**src/rtl/sad_scan_controller_pkg.sv**
```systemverilog
// Shared types and constants for the SAD scan controller.
// The optional early-exit feature is enabled by defining SAD_EARLY_EXIT_EN.
package sad_scan_controller_pkg;

  localparam int POS_W_DEF = 6;
  localparam int SAD_W_DEF = 32;

  // Wide enough for any SAD_W up to 64; users truncate to their width.
  localparam logic [63:0] SAD_ONES = '1;

  typedef enum logic [2:0] {
    ST_IDLE,
    ST_REQ,
    ST_WAIT,
    ST_CMP,
    ST_DONE
  } scan_state_t;

endpackage

```
**src/rtl/sad_scan_controller_if.sv**
```systemverilog
// Bundle of scan control, window handshake and result signals.
// The master side is the scan controller; the slave side is the SAD datapath/host.
interface sad_scan_controller_if
  import sad_scan_controller_pkg::*;
#(
  parameter int POS_W = POS_W_DEF,
  parameter int SAD_W = SAD_W_DEF
) ();

  logic             Start;
  logic [POS_W-1:0] SearchRows;
  logic [POS_W-1:0] SearchCols;
  logic             WinReq;
  logic [POS_W-1:0] WinRow;
  logic [POS_W-1:0] WinCol;
  logic             WinAck;
  logic             SadValid;
  logic [SAD_W-1:0] SadValue;
  logic             Busy;
  logic             Done;
  logic [SAD_W-1:0] MinSad;
  logic [POS_W-1:0] MinRow;
  logic [POS_W-1:0] MinCol;
  logic             minRegWrite;

  modport master (
    input  Start, SearchRows, SearchCols, WinAck, SadValid, SadValue,
    output WinReq, WinRow, WinCol, Busy, Done, MinSad, MinRow, MinCol, minRegWrite
  );

  modport slave (
    output Start, SearchRows, SearchCols, WinAck, SadValid, SadValue,
    input  WinReq, WinRow, WinCol, Busy, Done, MinSad, MinRow, MinCol, minRegWrite
  );

endinterface

```
**src/rtl/sad_scan_controller_pos_counter.sv**
```systemverilog
// Row-major candidate position counter (module sad_pos_counter).
// Column wraps at cols-1 into the next row; last flags the final position.
module sad_pos_counter #(
  parameter int POS_W = 6
) (
  input  logic             Clk,
  input  logic             Reset,
  input  logic             clear,
  input  logic             advance,
  input  logic [POS_W-1:0] rows,
  input  logic [POS_W-1:0] cols,
  output logic [POS_W-1:0] row,
  output logic [POS_W-1:0] col,
  output logic             last
);

  logic col_end;

  assign col_end = (col == cols - POS_W'(1));
  assign last    = col_end && (row == rows - POS_W'(1));

  always_ff @(posedge Clk) begin
    if (Reset || clear) begin
      row <= '0;
      col <= '0;
    end else if (advance) begin
      if (col_end) begin
        col <= '0;
        row <= row + POS_W'(1);
      end else begin
        col <= col + POS_W'(1);
      end
    end
  end

endmodule

```
**src/rtl/sad_scan_controller.sv**
```systemverilog
// Scans a SearchRows x SearchCols area, requesting one SAD per position and tracking the minimum.
// Define SAD_EARLY_EXIT_EN to end the scan as soon as a SAD of zero is seen.
//
// state   | meaning
// IDLE    | waiting for Start
// REQ     | WinReq held at current position until WinAck
// WAIT    | waiting for SadValid, SAD captured on arrival
// CMP     | compare with MinSad, advance position or finish
// DONE    | one-cycle Done pulse
module sad_scan_controller
  import sad_scan_controller_pkg::*;
#(
  parameter int POS_W = POS_W_DEF,
  parameter int SAD_W = SAD_W_DEF
) (
  input  logic                  Clk,
  input  logic                  Reset,
  sad_scan_controller_if.master bus
);

  localparam logic [SAD_W-1:0] SAD_MAX = SAD_W'(SAD_ONES);

  scan_state_t      state;
  logic [POS_W-1:0] rows_q;
  logic [POS_W-1:0] cols_q;
  logic [POS_W-1:0] row;
  logic [POS_W-1:0] col;
  logic [SAD_W-1:0] sad_q;
  logic             last;
  logic             start_ok;
  logic             cmp_better;
  logic             cmp_finish;
  logic             pos_advance;

  assign start_ok   = (state == ST_IDLE) && bus.Start;
  assign cmp_better = (sad_q < bus.MinSad);

`ifdef SAD_EARLY_EXIT_EN
  // A zero SAD cannot be beaten, so the rest of the area need not be scanned.
  assign cmp_finish = last || (sad_q == '0);
`else
  assign cmp_finish = last;
`endif

  assign pos_advance = (state == ST_CMP) && !cmp_finish;

  sad_pos_counter #(.POS_W(POS_W)) u_pos (
    .Clk     (Clk),
    .Reset   (Reset),
    .clear   (start_ok),
    .advance (pos_advance),
    .rows    (rows_q),
    .cols    (cols_q),
    .row     (row),
    .col     (col),
    .last    (last)
  );

  assign bus.WinRow = row;
  assign bus.WinCol = col;

  always_ff @(posedge Clk) begin
    if (Reset) begin
      state           <= ST_IDLE;
      rows_q          <= '0;
      cols_q          <= '0;
      sad_q           <= '0;
      bus.WinReq      <= 1'b0;
      bus.Busy        <= 1'b0;
      bus.Done        <= 1'b0;
      bus.minRegWrite <= 1'b0;
      bus.MinSad      <= SAD_MAX;
      bus.MinRow      <= '0;
      bus.MinCol      <= '0;
    end else begin
      bus.Done        <= 1'b0;
      bus.minRegWrite <= 1'b0;
      case (state)
        ST_IDLE: begin
          if (bus.Start) begin
            rows_q     <= bus.SearchRows;
            cols_q     <= bus.SearchCols;
            bus.MinSad <= SAD_MAX;
            bus.MinRow <= '0;
            bus.MinCol <= '0;
            bus.Busy   <= 1'b1;
            if (bus.SearchRows == '0 || bus.SearchCols == '0) begin
              state    <= ST_DONE;
              bus.Done <= 1'b1;
            end else begin
              state      <= ST_REQ;
              bus.WinReq <= 1'b1;
            end
          end
        end
        ST_REQ: begin
          if (bus.WinAck) begin
            bus.WinReq <= 1'b0;
            state      <= ST_WAIT;
          end
        end
        ST_WAIT: begin
          if (bus.SadValid) begin
            sad_q <= bus.SadValue;
            state <= ST_CMP;
          end
        end
        ST_CMP: begin
          // Strict compare: on a tie the earlier position is kept.
          if (cmp_better) begin
            bus.MinSad      <= sad_q;
            bus.MinRow      <= row;
            bus.MinCol      <= col;
            bus.minRegWrite <= 1'b1;
          end
          if (cmp_finish) begin
            state    <= ST_DONE;
            bus.Done <= 1'b1;
          end else begin
            state      <= ST_REQ;
            bus.WinReq <= 1'b1;
          end
        end
        ST_DONE: begin
          bus.Busy <= 1'b0;
          state    <= ST_IDLE;
        end
        default: state <= ST_IDLE;
      endcase
    end
  end

endmodule

```
**src/flat_wrapper.sv**
```systemverilog
// flat-port wrapper written by rule: the top's interface ports become plain ports
module sad_scan_controller_flat import sad_scan_controller_pkg::*;
#(
  parameter int POS_W = POS_W_DEF,
  parameter int SAD_W = SAD_W_DEF
)
  (Clk, Reset, bus_Start, bus_SearchRows, bus_SearchCols, bus_WinAck, bus_SadValid, bus_SadValue, bus_WinReq, bus_WinRow, bus_WinCol, bus_Busy, bus_Done, bus_MinSad, bus_MinRow, bus_MinCol, bus_minRegWrite);
  sad_scan_controller_if #(.POS_W(POS_W), .SAD_W(SAD_W)) bus_i ();
  input  logic Clk;
  input  logic Reset;
  input wire logic [$bits(bus_i.Start)-1:0] bus_Start;
  input wire logic [$bits(bus_i.SearchRows)-1:0] bus_SearchRows;
  input wire logic [$bits(bus_i.SearchCols)-1:0] bus_SearchCols;
  input wire logic [$bits(bus_i.WinAck)-1:0] bus_WinAck;
  input wire logic [$bits(bus_i.SadValid)-1:0] bus_SadValid;
  input wire logic [$bits(bus_i.SadValue)-1:0] bus_SadValue;
  output wire logic [$bits(bus_i.WinReq)-1:0] bus_WinReq;
  output wire logic [$bits(bus_i.WinRow)-1:0] bus_WinRow;
  output wire logic [$bits(bus_i.WinCol)-1:0] bus_WinCol;
  output wire logic [$bits(bus_i.Busy)-1:0] bus_Busy;
  output wire logic [$bits(bus_i.Done)-1:0] bus_Done;
  output wire logic [$bits(bus_i.MinSad)-1:0] bus_MinSad;
  output wire logic [$bits(bus_i.MinRow)-1:0] bus_MinRow;
  output wire logic [$bits(bus_i.MinCol)-1:0] bus_MinCol;
  output wire logic [$bits(bus_i.minRegWrite)-1:0] bus_minRegWrite;
  assign bus_i.Start = bus_Start;
  assign bus_i.SearchRows = bus_SearchRows;
  assign bus_i.SearchCols = bus_SearchCols;
  assign bus_i.WinAck = bus_WinAck;
  assign bus_i.SadValid = bus_SadValid;
  assign bus_i.SadValue = bus_SadValue;
  assign bus_WinReq = bus_i.WinReq;
  assign bus_WinRow = bus_i.WinRow;
  assign bus_WinCol = bus_i.WinCol;
  assign bus_Busy = bus_i.Busy;
  assign bus_Done = bus_i.Done;
  assign bus_MinSad = bus_i.MinSad;
  assign bus_MinRow = bus_i.MinRow;
  assign bus_MinCol = bus_i.MinCol;
  assign bus_minRegWrite = bus_i.minRegWrite;
  sad_scan_controller #(.POS_W(POS_W), .SAD_W(SAD_W)) u_core (.Clk(Clk), .Reset(Reset), .bus(bus_i));
endmodule
```
**config.mk**
```make
export PLATFORM = sky130hd
export DESIGN_NAME = sad_scan_controller_flat
export DESIGN_NICKNAME = d
export VERILOG_FILES = /design/src/rtl/sad_scan_controller_pkg.sv /design/src/rtl/sad_scan_controller_if.sv /design/src/rtl/sad_scan_controller_pos_counter.sv /design/src/rtl/sad_scan_controller.sv /design/src/flat_wrapper.sv
export SDC_FILE = /design/constraint.sdc
export NUM_CORES = 1
export LEC_CHECK = 0
export ABC_CLOCK_PERIOD_IN_PS = 3100
export CAP_MARGIN = 20
export CORE_ASPECT_RATIO = 0.9
export CORE_MARGIN = 2
export CORE_UTILIZATION = 60
export CTS_CLUSTER_SIZE = 20
export DETAILED_ROUTE_END_ITERATION = 7
export DONT_BUFFER_PORTS = 1
export HOLD_SLACK_MARGIN = 0.12
export MAX_ROUTING_LAYER = met4
export PLACE_DENSITY = 0.85
export SLEW_MARGIN = 20
export SYNTH_ARGS = -nofsm -noshare
export SYNTH_HDL_FRONTEND = slang
export SYNTH_SLANG_ARGS = --single-unit
```
**constraint.sdc**
```tcl
create_clock -name Clk -period 3.1 [get_ports Clk]
set_input_delay 0.62 -clock Clk [delete_from_list [all_inputs] [get_ports Clk]]
set_output_delay 0.62 -clock Clk [all_outputs]
set_load 0.01 [all_outputs]
```
### Word level (Yosys, flattened, before mapping)

Index checks and enable logic that the tools add are counted.
Widths: inputs -> output; s select.

* output and inout port bits: 60
* input bits: 49
* word-level logic and storage cells: 78
* register bits: 107

* equal/unequal tests: 12
* mux-type cells: 27
* reductions and logical operators: 20
* $lt $le $gt $ge: 1
* $add $sub $neg: 4
* bitwise logic cells: 1

Operator list (number)
* $mux 32: 2
* $pmux 32 s2: 1
* $lt 32x32->1: 1
* $mux 6: 4
* $pmux 6 s2: 2
* $mux 3: 5
* $add 6x1->6 const B: 2
* $eq 6x6->1: 2
* $logic_not 6->1: 2
* $pmux 3 s4: 1
* $sub 6x1->6 const B: 2
* $ne 2x2->1 const B: 5
* $mux 1: 9
* $reduce_and 2->1: 4
* $eq 3x2->1 const B: 2
* $reduce_and 3->1: 2
* $reduce_and 5->1: 1
* $pmux 1 s2: 2
* $reduce_bool 2->1: 2
* $eq 3x1->1 const B: 1
* $eq 3x3->1 const B: 1
* $logic_and 1x1->1: 3
* $logic_not 3->1: 1
* $pmux 1 s3: 1
* other kinds (6): 7

### Logic depth before layout (Yosys ltp)

Gate-level depths: netlist of run 1.

* word-level depth: 6
* depth in mapped cells: 10
* mapped depth without buffers: 8

### Cells and area by module

Synthesis of run 1 repeated with hierarchy kept, for this count alone.

* cell total of the unflattened synthesis: 602
* area total of the unflattened synthesis: 5114.9 µm²

By module, submodules not included
* sad_scan_controller: sequential area each 1901.8 µm², instances 1, area an instance 4146.5 µm², cells each 477
* sad_pos_counter: sequential area each 240.2 µm², instances 1, area an instance 968.4 µm², cells each 125

### Worst setup path before layout of run 1

No wires, ideal clock.

* path kind: flip-flop to flip-flop
* start: register u_core.bus.MinSad[17]
* end: register u_core.bus.MinCol[0]
* required time: 3.028 ns
* path slack: 0.422 ns
* path buffers: 2
* clock period less this slack: 2.678 ns
* setup time: 0.072 ns
* arrival time: 2.606 ns
* stages on the path, launching flop included: 11
* cell sequence: dfxtp_1 -> inv_1 -> ha_1 -> a21o_1 -> a221o_1 -> a211o_1 -> or4_4 -> a22oi_2 -> buf_6 -> buf_12 -> mux2i_1

* cells in the longest elaborated chain, start to end: 3

Ends and longest elaborated chain
* start, declared: line sad_scan_controller_if.sv:28 `output WinReq, WinRow, WinCol, Busy, Done, MinSad, MinRow, MinCol, minRegWrite`
* start signal, assigned: line sad_scan_controller.sv:111 `bus.MinSad <= sad_q;`
* $lt 32x32->1: line sad_scan_controller.sv:36 `assign cmp_better = (sad_q < bus.MinSad);`
* $ne 2x1->1 (no source line)
* $reduce_and 3->1 (no source line)
* end signal, assigned: line sad_scan_controller.sv:113 `bus.MinCol <= col;`
* end, declared: line sad_scan_controller_if.sv:28

No other way between the ends.
A chain may end at the register's enable or synchronous reset.

### Worst setup path in the final report of run 1

* start: register u_core.bus.MinSad[17]
* end: register u_core.bus.MinCol[1]

The elaborated chain is that of the path after synthesis.

==> impl_metrics.json, run 1 <==
{
  "worst_ep_required_time_ns": 3.39,
  "endpoint_kind": "register",
  "pin_count_of_the_biggest_net_entering_global_routing": 142,
  "pin_count": 109,
  "netlist_top_cells_area": "dfxtp_1, mux2i_1, ha_1",
  "critPathMaxStageDelay_ns": 0.52,
  "final.fill_count": 790,
  "peakVddDrop_mv": 0.272,
  "hp-class": "in -> reg",
  "critPathTopFamily": "compound AO/OA/AOI/OAI gates",
  "starting_density_of_the_core_pct": 61.4,
  "rsz0062_at_grt": "no",
  "postPlaceCellArea_sq_mm": 0.00545,
  "cts.reportedPaths.clkPinSlew_ns": 0.09,
  "syn_to_final_growth_pct": 1.40,
  "layout.cells.non_filler": 755,
  "number_of_buffers_created_by_cts": 9,
  "drt-initial-drc-count": 309,
  "global_route.overflow_total": 0,
  "synth_cells": 653,
  "grt_first_pass_wirelength_um": 20200,
  "ys.flop_type": "dfxtp_1",
  "max_clock_freq_ghz": 0.334,
  "globalRouteTotalUtil_pct": 25.7,
  "post_cts_resized": 0,
  "chain_of_cells_forming_the_critical_path": "inv_1 -> ha_1 -> a21o_1 -> a221o_1 -> a211o_1 -> or4_4 -> a22oi_2 -> buf_12 -> mux2i_1",
  "net_count_reported_at_finish": 712,
  "max_clock_buf_depth": 2,
  "clk-insertion-delay-late_ns": 0.37,
  "power.leakage_nw": 2.48,
  "outcome": "complete, no violations",
  "insertedDiodeCount": 0,
  "fin_worst_skew_ns": 0.0176,
  "gpl.final_weighted_congestion": 0.884,
  "post_synth.cell_area_avg_sq_um": 8.50,
  "route.detailed.vias_per_inst": 5.92,
  "critPathLaunchType": "register",
  "postLayoutCoreUtil_pct": 62.2,
  "synthesis.yosys.warnings": 0,
  "die_w_um": 105,
  "postSynthNetCount": 737,
  "synth_area_sq_mm": 0.00555,
  "hold_buffers": 0,
  "combined_area_of_the_multi_input_logic_cells_sq_mm": 0.00296,
  "seq_area_frac_synth_pct": 38.6,
  "num_rows": 33,
  "synthTopCellsByCount": "dfxtp_1, nand2_1, a21oi_1",
  "seq_cells_post_synth": 107,
  "slew_viol_final": 0,
  "buffer_ports.inserted": 0,
  "powerDensity_mw_per_mm2": 445,
  "die-area_sq_mm": 0.0100,
  "cts.root.buffer_cell": "clkbuf_8",
  "ys_types": 59,
  "layout-drive-gt1-share_pct": 5.53,
  "type_of_the_worst_setup_path": "reg -> reg",
  "post-route-cell-area_sq_mm": 0.00563,
  "dp_hpwl_um": 8630,
  "synth.top_cell.area_share_pct": 38.6,
  "async_reset_ff_share_pct": 0,
  "timing.critical_path.buf_inv": 2,
  "slowest_library_cell_on_the_worst_path": "or4_4",
  "sink_count": 107,
  "htreeDepth": 3,
  "post-cts-setup-buffer-count": 0,
  "crit_fanout": 44,
  "firstDrtPassIters": 4,
  "finalCriticalPeriod_ns": 3.00,
  "seq_area_sq_mm": 0.00214,
  "reg2reg_slack_ns": 0.10,
  "maxCapViolCount": 0,
  "synth.most_common_cell": "dfxtp_1",
  "power.total_mw": 2.51,
  "drt.antenna.violating_nets": 0,
  "synthDominantAreaCellType": "dfxtp_1",
  "worst_pin_slew_ns": 0.656,
  "die_height_um": 95.2,
  "hold_violations": 0,
  "synth_enable_flop_cells": 0,
  "worst_slew_margin_rel_pct": 56.3,
  "place_inst": 739,
  "cp_data_arrival_time_ns": 3.29,
  "grt_antenna_before_repair": 0,
  "route.detailed.wl_per_inst_um": 16.3,
  "cts_tree": "built",
  "vias_in_the_first_global_route": 4382,
  "vias": 4473,
  "totalNegativeSetupSlack_ns": 0,
  "wl_um": 12300,
  "core_region_area_sq_mm": 0.00904,
  "timing.final.crit_share_pct": 96.7,
  "detail_route.drc_violations": 0,
  "timing.final.setup_violations": 0
}
## cell usage in the layout (no fill, tap or decap), types with 7 or more instances in the layout
master	instances
dfxtp_1	107
nand2_1	99
a21oi_1	67
nor2_1	46
mux2i_1	46
nor3_1	40
inv_1	38
ha_1	35
nand2b_1	14
nand3b_1	13
nand3_1	10
xor2_1	10
clkbuf_8	9
o21ai_0	8
or3_1	8
o21ai_1	7
## kinds of logic after synthesis
logic type / Yosys count / synth area share, %
compound gates: 115 / 12.6
xor+xnor: 15 / 2.37
fa+ha+maj: 35 / 7.89
buf+inv: 80 / 8.36
flops: 107 / 38.6
mux: 46 / 8.30
simple gates: 255 / 21.9
## report_power, final
| group | total [mW] | internal [mW] | switching (mW) | leakage (nW) |
|---|---|---|---|---|
| logic | 0.265 | 0.114 | 0.151 | 1.52 |
| clock network | 0.793 | 0.298 | 0.495 | 0.0900 |
| registers | 1.45 | 1.41 | 0.0421 | 0.867 |
## worst register-to-register path, delay by kind of cell (launching register included)
kind / cells / cell delay [ns]
AO/OA/AOI/OAI: 4 / 1.00
AND/OR/NAND/NOR: 1 / 0.52
buffers and inverters: 2 / 0.42
flip-flops: 1 / 0.41
adder cells (fa/ha/maj): 1 / 0.31
multiplexers: 1 / 0.27
## state kept, by name (all words and copies together), names as in the netlist
register                flops
u_core.bus.minRegWrite      1
u_core.u_pos.row            6
u_core.bus.WinReq           1
u_core.rows_q               6
u_core.bus.Busy             1
u_core.bus.MinCol           6
u_core.bus.Done             1
u_core.bus.MinRow           6
u_core.bus.MinSad          32
u_core.u_pos.col            6
u_core.cols_q               6
u_core.state                3
u_core.sad_q               32
## cell type report
type / instances / area share (%)
Multi-Input combinational cell: 466 / 52.5
Sequential cell: 107 / 38.1
Tap cell: 122 / 2.71
Inverter: 38 / 2.53
Clock buffer: 9 / 2.20
Timing Repair Buffer: 6 / 1.02
Clock inverter: 7 / 0.934
## per-stage QoR
stage | hold WS (ns) | setup WS, ns
final | 0.360 | 0.103
after global placement | 0.452 | 0.251
after CTS | 0.297 | 0.0986
after detailed placement | 0.451 | 0.122
after global routing | 0.338 | 0.00657
after floorplan | 0.445 | 0.422
## worst paths after layout
path | from | to | cells after the start
worst min-delay path | Reset | u_core.bus.Done$_SDFF_PP0_ | 1
worst max-delay path | u_core.bus.MinSad[17]$_SDFFE_PP1P_ | u_core.bus.MinCol[1]$_SDFFE_PP0P_ | 9
worst min register to register | u_core.sad_q[0]$_SDFFE_PP0P_ | u_core.sad_q[0]$_SDFFE_PP0P_ | 2
worst max register to register | u_core.bus.MinSad[17]$_SDFFE_PP1P_ | u_core.bus.MinCol[1]$_SDFFE_PP0P_ | 9
## routing by layer
metal	vias up	share of wire, %	global-route usage, %
li1	2204	-	-
met1	2121	43	30.2
met4	0	2.3	9.00
met5	-	0	-
met3	21	6.9	6.43
met2	127	48	43.1
No activity file was read; power rests on OpenSTA's default activity.
==> run 2: changes to the inputs <==
--- a/config.mk
+++ b/config.mk
@@ -19,4 +19,5 @@
 export SLEW_MARGIN = 20
 export SYNTH_ARGS = -nofsm -noshare
 export SYNTH_HDL_FRONTEND = slang
+export SYNTH_HIERARCHICAL = 1
 export SYNTH_SLANG_ARGS = --single-unit
==> run 2 against run 1 <==
Effect of this change: first-iteration DRC count is 19% higher; flip-flop and latch count stayed put; synthesized cell count shrank 7.8%; clock skew decreased by 0.0046 ns; final area shrank 4.2%; critical endpoint is now u_core/u_pos/col[5]$_SDFFE_PP0P_.
==> impl_metrics.json, run 2 <==
{
  "synth_enable_flop_cells": 0,
  "post_synth.cell_area_avg_sq_um": 8.50,
  "hp-class": "in -> reg",
  "totalNegativeSetupSlack_ns": 0,
  "dp_hpwl_um": 8890,
  "synthesis.yosys.warnings": 6,
  "postPlaceCellArea_sq_mm": 0.00518,
  "firstDrtPassIters": 6,
  "max_clock_buf_depth": 2,
  "die_w_um": 101,
  "slew_viol_final": 0,
  "fin_hold_ws_ns": 0.331,
  "crit_fanout": 11,
  "synth.most_common_cell": "nand2_1",
  "num_rows": 31,
  "final_critical_path_setup_slack_ns": 0.258,
  "wl_met1_um": 5440,
  "route.detailed.wl_per_inst_um": 17.8,
  "number_of_buffers_created_by_cts": 9,
  "postSynthNetCount": 686,
  "sink_count": 107,
  "async_reset_ff_share_pct": 0,
  "worst_ep_required_time_ns": 3.37,
  "grt_antenna_before_repair": 0,
  "postLayoutCoreUtil_pct": 66.2,
  "worst_pin_slew_ns": 0.770,
  "maxCapViolCount": 0,
  "syn_to_final_growth_pct": 5.36,
  "synthDominantAreaCellType": "dfxtp_1",
  "pin_count": 109,
  "final.fill_count": 684,
  "buffer_ports.inserted": 0,
  "post_cts_resized": 0,
  "max_clock_freq_ghz": 0.352,
  "netlist_top_cells_area": "dfxtp_1, ha_1, nand2_1",
  "cp_data_arrival_time_ns": 3.11,
  "wl_met3_um": 1060,
  "post-route-cell-area_sq_mm": 0.00539,
  "critPathLaunchType": "register",
  "post-cts-setup-buffer-count": 0,
  "largest_registers": "u_core/bus.MinSad (32), u_core/sad_q (32)",
  "vias": 4285,
  "layout-drive-gt1-share_pct": 8.53,
  "global_route.overflow_total": 0,
  "hold_buffers": 0,
  "layout.cells.non_filler": 697,
  "insertedDiodeCount": 0,
  "die_height_um": 91.6,
  "starting_density_of_the_core_pct": 62.8,
  "htreeDepth": 3,
  "outcome": "complete, no violations",
  "powerDensity_mw_per_mm2": 496,
  "seq_area_frac_synth_pct": 41.9,
  "power.leakage_nw": 2.25,
  "finalCriticalPeriod_ns": 2.84,
  "highest_layer": "met4",
  "clk-insertion-delay-late_ns": 0.36,
  "place_inst": 681,
  "pre_cts_slack_ns": 0.339,
  "drt.antenna.violating_nets": 0,
  "synthTopCellsByCount": "nand2_1, dfxtp_1, a21oi_1",
  "layout.cells.most_common": "nand2_1",
  "pin_count_of_the_biggest_net_entering_global_routing": 60,
  "endpoint_kind": "register",
  "detail_route.drc_violations": 0,
  "timing.final.crit_share_pct": 91.7,
  "cts.root.buffer_cell": "clkbuf_8",
  "synth_cells": 602,
  "timing.final.setup_violations": 0,
  "ys.flop_type": "dfxtp_1",
  "cts.reportedPaths.clkPinSlew_ns": 0.10,
  "drt-initial-drc-count": 367,
  "reg2reg_slack_ns": 0.26,
  "fin_worst_skew_ns": 0.0130,
  "globalRouteTotalUtil_pct": 27.4,
  "seq_cells_post_synth": 107,
  "hold_violations": 0,
  "ys_types": 55,
  "worst_slew_margin_rel_pct": 48.2,
  "gpl.final_weighted_congestion": 0.897,
  "cts_tree": "built",
  "synth_area_sq_mm": 0.00511,
  "route.detailed.vias_per_inst": 6.15,
  "wl_um": 12400,
  "power.total_mw": 2.67,
  "rsz0062_at_grt": "no",
  "synth.top_cell.area_share_pct": 41.9,
  "vias_in_the_first_global_route": 3958,
  "peakVddDrop_mv": 0.284,
  "type_of_the_worst_setup_path": "reg -> reg",
  "grt_first_pass_wirelength_um": 19700,
  "net_count_reported_at_finish": 677,
  "die-area_sq_mm": 0.00928,
  "final_cell_mix": "nand2_1, dfxtp_1, a21oi_1",
  "wl_met2_um": 5790,
  "core_region_area_sq_mm": 0.00815
}
==> run 2: cell types whose count changed in the layout (fill, tap and decap cells not counted), moves of 7 or more <==
cell	previous run	this run
nor2_1	46	17
nand3b_1	13	2
o22a_1	0	31
inv_1	38	62
o22ai_2	0	10
buf_4	5	12
nor3_1	40	12
nand2_1	99	111
mux2i_1	46	1
==> run 2: worst paths after layout <==
| check | startpoint | cells after the start | endpoint |
|---|---|---|---|
| max reg2reg | u_core/cols_q[0]$_SDFFE_PP0P_ | 13 | u_core/u_pos/col[5]$_SDFFE_PP0P_ |
| max | u_core/cols_q[0]$_SDFFE_PP0P_ | 13 | u_core/u_pos/col[5]$_SDFFE_PP0P_ |
| min | Reset | 1 | u_core/cols_q[3]$_SDFFE_PP0P_ |
| min reg2reg | u_core/rows_q[5]$_SDFFE_PP0P_ | 2 | u_core/rows_q[5]$_SDFFE_PP0P_ |
==> run 2: cells by family (layout without fill, tap and decap cells) <==
| logic type | Yosys count | count (layout) | share of synthesized area [%] |
|---|---|---|---|
| AO/OA/AOI/OAI | 158 | 158 | 21.7 |
| XOR/XNOR | 12 | 12 | 2.20 |
| adder cells (fa/ha/maj) | 35 | 35 | 8.56 |
| buffers and inverters | 97 | 93 | 8.05 |
| flip-flops | 107 | 107 | 41.9 |
| multiplexers | 1 | 1 | 0.196 |
| AND/OR/NAND/NOR | 192 | 192 | 17.4 |
==> run 2: worst max-delay path, cell delays in order (launching register included) <==
cell	delay, ns
dfxtp_1	0.44
inv_1	0.07
ha_1	0.30
xnor2_1	0.13
nor2_1	0.14
o211a_1	0.26
nand2_1	0.13
a2111oi_1	0.47
nor2_1	0.14
buf_4	0.20
nand3_1	0.07
nor2_1	0.05
xnor2_1	0.13
a311oi_1	0.22
==> run 2: layout make-up <==
type / instances / area, sq um / area share, %
Tap cell: 99 / 124 / 2.30
Inverter: 65 / 244 / 4.53
Sequential cell: 107 / 2140 / 39.7
Clock buffer: 9 / 124 / 2.30
Clock inverter: 7 / 86.3 / 1.60
Multi-Input combinational cell: 398 / 2580 / 47.9
Timing Repair Buffer: 12 / 90.1 / 1.67
==> run 2: metal layers <==
layer	vias up	global-route usage (%)
met5	-	-
met4	0	6.87
met3	17	7.39
met2	155	41.4
met1	2045	36.5
li1	2068	-
==> run 2: report_power, final <==
| group | internal (mW) | switching (mW) |
|---|---|---|
| logic | 0.120 | 0.188 |
| clock network | 0.388 | 0.494 |
| registers | 1.42 | 0.0630 |
==> run 3: changes to the inputs <==
--- a/config.mk
+++ b/config.mk
@@ -10,6 +10,7 @@
 export CORE_ASPECT_RATIO = 0.9
 export CORE_MARGIN = 2
 export CORE_UTILIZATION = 60
+export CTS_BUF_LIST = sky130_fd_sc_hd__clkbuf_16
 export CTS_CLUSTER_SIZE = 20
 export DETAILED_ROUTE_END_ITERATION = 7
 export DONT_BUFFER_PORTS = 1
==> run 3 against run 2 <==
Effect of this change: critical path depth is the same; sequential share of layout area decreased by 0.73 points; global-route usage grew 0.70 points; hold slack improved by 0.015 ns; power increased by 11%; clock skew is 0.0019 ns higher; clock power is 34% higher; worst setup slack better by 0.022 ns; utilization grew 1.2 points; combinational power is essentially flat; non-clock buffer count unchanged; fmax increased by 0.78%; highest routed layer unchanged.
==> impl_metrics.json, run 3 (same netlist as run 2, synthesis figures left out) <==
{
  "net_count_reported_at_finish": 677,
  "rr_startpoint": "u_core/cols_q[0]$_SDFFE_PP0P_",
  "starting_density_of_the_core_pct": 62.8,
  "worst_pin_slew_ns": 0.787,
  "maxCapViolCount": 0,
  "clk-insertion-delay-late_ns": 0.35,
  "hold_violations": 0,
  "max_clock_freq_ghz": 0.355,
  "drt-initial-drc-count": 278,
  "largest_registers": "u_core/bus.MinSad (32), u_core/sad_q (32)",
  "wl_um": 12600,
  "route.detailed.vias_per_inst": 6.22,
  "slew_viol_final": 0,
  "number_of_buffers_created_by_cts": 9,
  "critPathLaunchType": "register",
  "peakVddDrop_mv": 0.374,
  "drt.antenna.violating_nets": 0,
  "global_route.overflow_total": 0,
  "r2r-end": "u_core/u_pos/col[5]$_SDFFE_PP0P_",
  "hold_buffers": 0,
  "hold-path-endpoint": "u_core/cols_q[3]$_SDFFE_PP0P_",
  "fin_worst_skew_ns": 0.0149,
  "grt_first_pass_wirelength_um": 20000,
  "post_cts_resized": 0,
  "cp_data_arrival_time_ns": 3.07,
  "layout.cells.most_common": "nand2_1",
  "die_w_um": 101,
  "buffer_ports.inserted": 0,
  "worst-r2r-cell-count": 13,
  "totalNegativeSetupSlack_ns": 0,
  "insertedDiodeCount": 0,
  "dp_hpwl_um": 8890,
  "max_clock_buf_depth": 2,
  "cts.reportedPaths.clkPinSlew_ns": 0.07,
  "vias": 4334,
  "powerDensity_mw_per_mm2": 541,
  "pin_count": 109,
  "route.detailed.wl_per_inst_um": 18.1,
  "firstDrtPassIters": 5,
  "final_cell_mix": "nand2_1, dfxtp_1, a21oi_1",
  "pin_count_of_the_biggest_net_entering_global_routing": 60,
  "min_from": "Reset",
  "crit_fanout": 11,
  "hp-class": "in -> reg",
  "endpoint_kind": "register",
  "grt_antenna_before_repair": 0,
  "timing.final.crit_share_pct": 91.0,
  "detail_route.drc_violations": 0,
  "power.total_mw": 2.97,
  "power.leakage_nw": 2.30,
  "timing.final.setup_violations": 0,
  "cts.root.buffer_cell": "clkbuf_16",
  "die_height_um": 91.6,
  "outcome": "complete, no violations",
  "layout-drive-gt1-share_pct": 8.53,
  "postLayoutCoreUtil_pct": 67.4,
  "vias_in_the_first_global_route": 3981,
  "worstHoldPathCells": 1,
  "globalRouteTotalUtil_pct": 28.1,
  "syn_to_final_growth_pct": 7.34,
  "type_of_the_worst_setup_path": "reg -> reg",
  "reg2reg_slack_ns": 0.28,
  "num_rows": 31,
  "rsz0062_at_grt": "no",
  "cts_tree": "built",
  "finalCriticalPeriod_ns": 2.82,
  "core_region_area_sq_mm": 0.00815,
  "post-cts-setup-buffer-count": 0,
  "htreeDepth": 3,
  "die-area_sq_mm": 0.00928,
  "gpl.final_weighted_congestion": 0.897,
  "worst_slew_margin_rel_pct": 47.5,
  "sink_count": 107,
  "worst_ep_required_time_ns": 3.35
}
-- run 3: cell counts in the layout (fill, tap and decap cells not counted) --
Identical to the previous run, type by type.
-- run 3: worst max-delay path by stage --
| stage | start | to | slack [ns] |
|---|---|---|---|
| after floorplan | u_core/cols_q[0]$_SDFFE_PP0P_ | u_core/u_pos/col[4]$_SDFFE_PP0P_ | 0.37 |
| after CTS | u_core/cols_q[0]$_SDFFE_PP0P_ | u_core/u_pos/col[5]$_SDFFE_PP0P_ | 0.31 |
| after global placement | u_core/cols_q[0]$_SDFFE_PP0P_ | u_core/u_pos/col[5]$_SDFFE_PP0P_ | 0.55 |
| after detailed placement | u_core/cols_q[0]$_SDFFE_PP0P_ | u_core/u_pos/col[5]$_SDFFE_PP0P_ | 0.34 |
| final | u_core/cols_q[0]$_SDFFE_PP0P_ | u_core/u_pos/col[5]$_SDFFE_PP0P_ | 0.28 |
| after global routing | u_core/cols_q[0]$_SDFFE_PP0P_ | u_core/u_pos/col[5]$_SDFFE_PP0P_ | 0.14 |
-- run 3: per-stage QoR --
stage,area (sq um),hold WS (ns),std cells,setup slack [ns]
finish,5490,0.347,697,0.280
global route,5490,0.327,697,0.142
CTS,5490,0.332,697,0.315
detailed placement,5180,0.462,681,0.339
global placement,5180,0.448,681,0.555
floorplan,5110,0.444,602,0.370
-- run 3: area by class of cell --
cell class,count,area (sq um)
Multi-Input combinational cell,398,2580
Fill cell,672,2660
Clock inverter,7,86.3
Clock buffer,9,225
Inverter,65,244
Sequential cell,107,2140
Timing Repair Buffer,12,90.1
Tap cell,99,124
-- run 3: report_power, final --
| group | switching [mW] | total, mW | internal (mW) |
|---|---|---|---|
| registers | 0.0634 | 1.49 | 1.42 |
| logic | 0.188 | 0.308 | 0.120 |
| clock network | 0.537 | 1.18 | 0.641 |
-- run 3: metal layers --
| layer | vias up | part of all wire, % | GRT usage (%) |
|---|---|---|---|
| met4 | 0 | 1.2 | 6.64 |
| li1 | 2068 | - | - |
| met5 | - | 0 | - |
| met1 | 2064 | 43 | 37.1 |
| met2 | 186 | 46 | 42.1 |
| met3 | 16 | 9.3 | 8.93 |
-- run 3: critical path, stage by stage, from the launching register on --
cell and delay [ns]:
dfxtp_1 0.43, inv_1 0.07, ha_1 0.31, xnor2_1 0.13
nor2_1 0.14, o211a_1 0.27, nand2_1 0.13, a2111oi_1 0.45
nor2_1 0.14, buf_4 0.20, nand3_1 0.07, nor2_1 0.05
xnor2_1 0.13, a311oi_1 0.21
